File: config.mk
export PLATFORM = sky130hd
export DESIGN_NAME = axil_intr_responder
export DESIGN_NICKNAME = d
export VERILOG_FILES = /design/src/rtl/axil_intr_responder.sv
export SDC_FILE = /design/constraint.sdc
export NUM_CORES = 1
export LEC_CHECK = 0
export CAP_MARGIN = 10
export CELL_PAD_IN_SITES_DETAIL_PLACEMENT = 1
export CELL_PAD_IN_SITES_GLOBAL_PLACEMENT = 1
export CORE_ASPECT_RATIO = 1.5
export CORE_MARGIN = 10
export CORE_UTILIZATION = 17
export CTS_CLUSTER_SIZE = 10
export DETAILED_ROUTE_END_ITERATION = 6
export GPL_ROUTABILITY_DRIVEN = 0
export GPL_TIMING_DRIVEN = 0
export PLACE_DENSITY = 0.75
export SYNTH_ARGS = -nofsm -noshare
export SYNTH_HDL_FRONTEND = slang
export SYNTH_SLANG_ARGS = --single-unit
File: constraint.sdc
create_clock -name ACLK -period 1.8 [get_ports ACLK]
set_input_delay 0.18 -clock ACLK [delete_from_list [all_inputs] [get_ports ACLK]]
set_output_delay 0.18 -clock ACLK [all_outputs]
set_load 0.005 [all_outputs]
File: src/rtl/axil_intr_responder.sv
// AXI4-Lite interrupt register block: GIE/IER/ISR/IAR/IPR over a 32-bit slave port,
// latching up to C_NUM_INTR peripheral events and driving one registered irq line.
module axil_intr_responder #(
  parameter int C_S_AXI_DATA_WIDTH = 32,
  parameter int C_S_AXI_ADDR_WIDTH = 5,
  parameter int C_NUM_INTR         = 1,
  parameter bit C_INTR_SENSITIVITY = 1'b1,
  parameter bit C_IRQ_ACTIVE_STATE = 1'b1
) (
  input  logic                            ACLK,
  input  logic                            ARESET,
  input  logic [C_S_AXI_ADDR_WIDTH-1:0]   S_AXI_AWADDR,
  input  logic [2:0]                      S_AXI_AWPROT,
  input  logic                            S_AXI_AWVALID,
  output logic                            S_AXI_AWREADY,
  input  logic [C_S_AXI_DATA_WIDTH-1:0]   S_AXI_WDATA,
  input  logic [C_S_AXI_DATA_WIDTH/8-1:0] S_AXI_WSTRB,
  input  logic                            S_AXI_WVALID,
  output logic                            S_AXI_WREADY,
  output logic [1:0]                      S_AXI_BRESP,
  output logic                            S_AXI_BVALID,
  input  logic                            S_AXI_BREADY,
  input  logic [C_S_AXI_ADDR_WIDTH-1:0]   S_AXI_ARADDR,
  input  logic [2:0]                      S_AXI_ARPROT,
  input  logic                            S_AXI_ARVALID,
  output logic                            S_AXI_ARREADY,
  output logic [C_S_AXI_DATA_WIDTH-1:0]   S_AXI_RDATA,
  output logic [1:0]                      S_AXI_RRESP,
  output logic                            S_AXI_RVALID,
  input  logic                            S_AXI_RREADY,
  input  logic [C_NUM_INTR-1:0]           intr_src,
  output logic                            irq
);

  localparam logic [0:0] W_IDLE = 1'b0;
  localparam logic [0:0] W_RESP = 1'b1;
  localparam logic [0:0] R_IDLE = 1'b0;
  localparam logic [0:0] R_DATA = 1'b1;
  localparam logic [1:0] RESP_OKAY   = 2'b00;
  localparam logic [1:0] RESP_SLVERR = 2'b10;
  localparam int N = C_NUM_INTR;

  function automatic logic [31:0] strb_mask(input logic [3:0] strb);
    logic [31:0] m;
    m = 32'd0;
    for (int b = 0; b < 4; b++) m[b*8 +: 8] = {8{strb[b]}};
    return m;
  endfunction

  function automatic logic [31:0] zext(input logic [N-1:0] v);
    logic [31:0] r;
    r = 32'd0;
    r[N-1:0] = v;
    return r;
  endfunction

  logic [0:0]   wstate_q, wstate_d, rstate_q, rstate_d;
  logic         awready_q, awready_d, bvalid_q, bvalid_d;
  logic [1:0]   bresp_q, bresp_d, rresp_q, rresp_d;
  logic         arready_q, arready_d, rvalid_q, rvalid_d;
  logic [31:0]  rdata_q, rdata_d;
  logic         gie_q, gie_d, irq_q, irq_d;
  logic [N-1:0] ier_q, ier_d, isr_q, isr_d, src_q;
  logic [N-1:0] isr_set_s, isr_clr_s, evt_s;
  logic [31:0]  wmask_s, wbits_s, rd_mux_s;
  logic [1:0]   rd_resp_s;
  logic [2:0]   widx_s, ridx_s;
  logic         wr_hs_s, rd_hs_s, unused_s;

  assign wmask_s  = strb_mask(S_AXI_WSTRB);
  assign wbits_s  = S_AXI_WDATA & wmask_s;
  assign widx_s   = S_AXI_AWADDR[4:2];
  assign ridx_s   = S_AXI_ARADDR[4:2];
  // A single ready register serves both AW and W so they are always accepted together.
  assign wr_hs_s  = awready_q & S_AXI_AWVALID & S_AXI_WVALID;
  assign rd_hs_s  = arready_q & S_AXI_ARVALID;
  assign evt_s    = C_INTR_SENSITIVITY ? (intr_src & ~src_q) : intr_src;
  // Events are ORed in last so a same-cycle acknowledge can never hide a new event.
  assign isr_d    = (isr_q & ~isr_clr_s) | isr_set_s | evt_s;
  assign irq_d    = gie_q & (|(isr_q & ier_q));
  assign unused_s = ^{S_AXI_AWPROT, S_AXI_ARPROT, S_AXI_AWADDR[1:0], S_AXI_ARADDR[1:0],
                      wbits_s, wmask_s};

  // Write channel FSM and register write decode
  always_comb begin
    wstate_d  = wstate_q;
    awready_d = 1'b0;
    bvalid_d  = bvalid_q;
    bresp_d   = bresp_q;
    gie_d     = gie_q;
    ier_d     = ier_q;
    isr_set_s = '0;
    isr_clr_s = '0;
    case (wstate_q)
      W_IDLE: begin
        if (wr_hs_s) begin
          wstate_d = W_RESP;
          bvalid_d = 1'b1;
          bresp_d  = (widx_s > 3'd4) ? RESP_SLVERR : RESP_OKAY;
          case (widx_s)
            3'd0:    gie_d     = (gie_q & ~wmask_s[0]) | wbits_s[0];
            3'd1:    ier_d     = (ier_q & ~wmask_s[N-1:0]) | wbits_s[N-1:0];
            3'd2:    isr_set_s = wbits_s[N-1:0];
            3'd3:    isr_clr_s = wbits_s[N-1:0];
            default: isr_set_s = '0;
          endcase
        end else begin
          awready_d = S_AXI_AWVALID & S_AXI_WVALID;
        end
      end
      W_RESP: begin
        if (S_AXI_BREADY) begin
          wstate_d = W_IDLE;
          bvalid_d = 1'b0;
          bresp_d  = RESP_OKAY;
        end else begin
          bvalid_d = 1'b1;
        end
      end
      default: begin
        wstate_d = W_IDLE;
        bvalid_d = 1'b0;
        bresp_d  = RESP_OKAY;
      end
    endcase
  end

  // Read data mux, sampled at the AR handshake
  always_comb begin
    rd_mux_s  = 32'd0;
    rd_resp_s = RESP_OKAY;
    case (ridx_s)
      3'd0:    rd_mux_s = {31'd0, gie_q};
      3'd1:    rd_mux_s = zext(ier_q);
      3'd2:    rd_mux_s = zext(isr_q);
      3'd3:    rd_mux_s = 32'd0;
      3'd4:    rd_mux_s = zext(isr_q & ier_q);
      default: rd_resp_s = RESP_SLVERR;
    endcase
  end

  // Read channel FSM
  always_comb begin
    rstate_d  = rstate_q;
    arready_d = 1'b0;
    rvalid_d  = rvalid_q;
    rdata_d   = rdata_q;
    rresp_d   = rresp_q;
    case (rstate_q)
      R_IDLE: begin
        if (rd_hs_s) begin
          rstate_d = R_DATA;
          rvalid_d = 1'b1;
          rdata_d  = rd_mux_s;
          rresp_d  = rd_resp_s;
        end else begin
          arready_d = S_AXI_ARVALID;
        end
      end
      R_DATA: begin
        if (S_AXI_RREADY) begin
          rstate_d = R_IDLE;
          rvalid_d = 1'b0;
          rdata_d  = 32'd0;
          rresp_d  = RESP_OKAY;
        end else begin
          rvalid_d = 1'b1;
        end
      end
      default: begin
        rstate_d = R_IDLE;
        rvalid_d = 1'b0;
        rdata_d  = 32'd0;
        rresp_d  = RESP_OKAY;
      end
    endcase
  end

  // State and register update
  always_ff @(posedge ACLK or posedge ARESET) begin
    if (ARESET) begin
      wstate_q  <= W_IDLE;
      awready_q <= 1'b0;
      bvalid_q  <= 1'b0;
      bresp_q   <= RESP_OKAY;
      rstate_q  <= R_IDLE;
      arready_q <= 1'b0;
      rvalid_q  <= 1'b0;
      rdata_q   <= 32'd0;
      rresp_q   <= RESP_OKAY;
      gie_q     <= 1'b0;
      ier_q     <= '0;
      isr_q     <= '0;
      src_q     <= '0;
      irq_q     <= 1'b0;
    end else begin
      wstate_q  <= wstate_d;
      awready_q <= awready_d;
      bvalid_q  <= bvalid_d;
      bresp_q   <= bresp_d;
      rstate_q  <= rstate_d;
      arready_q <= arready_d;
      rvalid_q  <= rvalid_d;
      rdata_q   <= rdata_d;
      rresp_q   <= rresp_d;
      gie_q     <= gie_d;
      ier_q     <= ier_d;
      isr_q     <= isr_d;
      src_q     <= intr_src;
      irq_q     <= irq_d;
    end
  end

  assign S_AXI_AWREADY = awready_q;
  assign S_AXI_WREADY  = awready_q;
  assign S_AXI_BVALID  = bvalid_q;
  assign S_AXI_BRESP   = bresp_q;
  assign S_AXI_ARREADY = arready_q;
  assign S_AXI_RVALID  = rvalid_q;
  assign S_AXI_RDATA   = rdata_q;
  assign S_AXI_RRESP   = rresp_q;
  assign irq           = C_IRQ_ACTIVE_STATE ? irq_q : ~irq_q;

endmodule

==> reports/results.ini <==
[synthesis]
synthMuxAreaShare_pct=4.864
ys_types=24
synth_area_leaders=dfrtp_1 (40%), buf_4 (29%), o21ai_0 (2.9%)
yosys.area_share.simple_pct=15.31
synth.top_cell.area_share_pct=40.06
netlist_area_sq_um=874.6
synthArstFlopShare_pct=100.0
ys_ff_latch=14
synth_area_per_cell_sq_um=9.827
synth-compound-area-share_pct=7.725
synth_commonest_cells=buf_4 (34), dfrtp_1 (14), o21ai_0 (5)
yosysMostFrequentCell=buf_4
synthAdderAreaFrac_pct=1.144
synth_edf_count=0
yosys_warnings=0
synth_top_flop_cell=dfrtp_1
synth_xor_area_share_pct=0
yosysTopAreaCell=dfrtp_1
yosysSeqAreaShare_pct=40.06
synth_top_family_by_area=buffers and inverters
synthCells=89

[layout]
seq_area_sq_um=350.3
fin_area_sq_um=1359
fin_cells=214
antenna_cells=0
fillCellCount=618
syn_to_final_growth_pct=55.36
drive_above_1_share_pct=27.03
fin_nets=210
multi_input_area_sq_um=377.9

[power]
p_leak_nw=0.6879
p_int_w=0.0006705
p_per_area_nw_per_um2=656.3
clock_power_share_pct=27.5
pwr-share-seq_pct=43.4
comb_power_share_pct=29.2
swShare_pct=24.81
switchingPower_w=0.0002213
peakVddDrop_mv=0.1735
total_power_w=0.0008918

[min_path]
hold_class=primary input to async pin

[cts]
cts-resized-gates=0
htreeDepth=1
cts_buffers=3
cts_hold_buf=0
post_cts_buffers=0
cts_tree=done
cts-root-buf=clkbuf_8
insertion_delay_ns=0.24
cts_buffer_depth=2
cts.sinks=14
clk_pin_slew_ns=0.05

[timing]
fmax_mhz=675.0
worst_slew_pin_slew_ns=0.5484
fin_tns_setup_ns=0
period_minus_slack_ns=1.482
fin_crit_sh_pct=82.31
max_slew_margin_pct=63.40
setup_viol=0
fin_skew_ns=0.003840
hold_viol=0
slew_violations=0
grt_setup_unrepaired=no

[detailed_routing]
drt_iter0_markers=2
routed_wirelength_microns=2263
dr.pass1.iters=2
viasPerCell=3.350
final_antenna_net_count=0
drc=0
num_vias=717
routedWlPerCell_microns=10.57

[setup_path]
crit_required_ns=1.92
cp_max_fo=6
crit_arrival_ns=1.60
r2r-start=wstate_q$_DFF_PP0_
crit_start=wstate_q$_DFF_PP0_
crit_path_start_kind=register
worstSetupPathType=register to register
reg2reg_slack_ns=0.32
endpoint_kind=register

[die]
die_h_microns=107.8
die_area_sq_um=8473
core_area_sq_um=4926
ios=102
die_x_microns=78.57
initial_utilization_pct=17.75
num_rows=31

[global_route]
antenna_found_initial=0
grt_pass1_vias=822
grt_overflow=0
grt_max_degree=15
gr-usage-all-layers_pct=5.508
grt_pass1_wl_microns=3822

[place]
dp_hpwl_microns=2000
port_buffers=24
placed_cell_area_sq_um=1318
placedCellCount=211

[job]
max_cap_viol_count=0

[outcome]
status=finished, final reports clean

[worst max-delay path: stages (launching register included)]
cell,delay (ns)
dfrtp_1,0.45
nand3b_4,0.21
nor4_1,0.33
mux2_2,0.38
[cell usage in the layout (no fill, tap or decap)]
cell / Yosys / routed
nand3b_1: 3 / 3
a21oi_1: 1 / 1
clkdlybuf4s50_1: 0 / 24
o21bai_1: 1 / 1
nand3b_4: 1 / 1
conb_1: 1 / 33
or3_1: 1 / 1
nand2b_1: 2 / 2
dfrtp_1: 14 / 14
or4_1: 1 / 1
inv_1: 3 / 3
mux2i_1: 2 / 2
o21ai_0: 5 / 5
and3_1: 1 / 1
nand2_1: 3 / 3
nand3_1: 4 / 4
o21a_1: 1 / 1
a22oi_1: 1 / 1
nor4_1: 2 / 2
mux2_2: 2 / 2
clkbuf_8: 0 / 3
buf_4: 34 / 34
maj3_1: 1 / 1
nor2_1: 2 / 2
nor3b_1: 1 / 1
o31ai_1: 2 / 2
[per-stage QoR]
stage	hold WS [ns]	setup WS [ns]	util, %
final	0.2890	0.3185	27.58
after floorplan	0.06922	0.5001	-
after global routing	0.3689	0.2358	27.58
after detailed placement	0.4555	0.1564	26.75
after CTS	0.3202	0.3084	27.58
after global placement	0.4445	0.1902	26.75
[path summary, 6_finish.rpt]
kind | cells after the start | to
hold reg to reg | 1 | S_AXI_ARREADY$_DFF_PP0_
min in group ACLK | 1 | src_q$_DFF_PP0_
setup / recovery | 3 | register
max in group asynchronous | 2 | async pin
setup reg to reg | 3 | register
hold / removal | 2 | S_AXI_BVALID$_DFFE_PP0P_
[power groups by stage]
stage	logic, W	clock network, W	registers (W)
5_1_grt	0.000297	0.000273	0.000394
6_report	0.000260	0.000245	0.000387
2_1_floorplan	0.000127	0	0.000391
4_1_cts	0.000260	0.000258	0.000387
3_5_place_dp	0.000259	0	0.000392
3_3_place_gp	0.000254	0	0.000390
[cell families after synthesis]
logic type	after synthesis
simple gates	21
fa+ha+maj	1
flops	14
other cells	1
mux	4
compound gates	11
buf+inv	37
[cell type report]
type / instances / area share [%]
Multi-Input combinational cell: 70 / 27.81
Timing Repair Buffer: 24 / 17.68
Buffer: 34 / 18.78
Sequential cell: 14 / 25.78
Tap cell: 66 / 6.077
Clock buffer: 3 / 3.039
Inverter: 3 / 0.8287
[per-layer routing]
metal | global-route usage [%] | wire, microns | vias up
li1 | - | - | 352
met1 | 5.556 | 837 | 316
met2 | 8.550 | 1010 | 45
met3 | 4.181 | 390 | 4
met4 | 1.928 | 25 | 0
met5 | 0 | 0 | -
No activity file was read; power rests on OpenSTA's default activity.
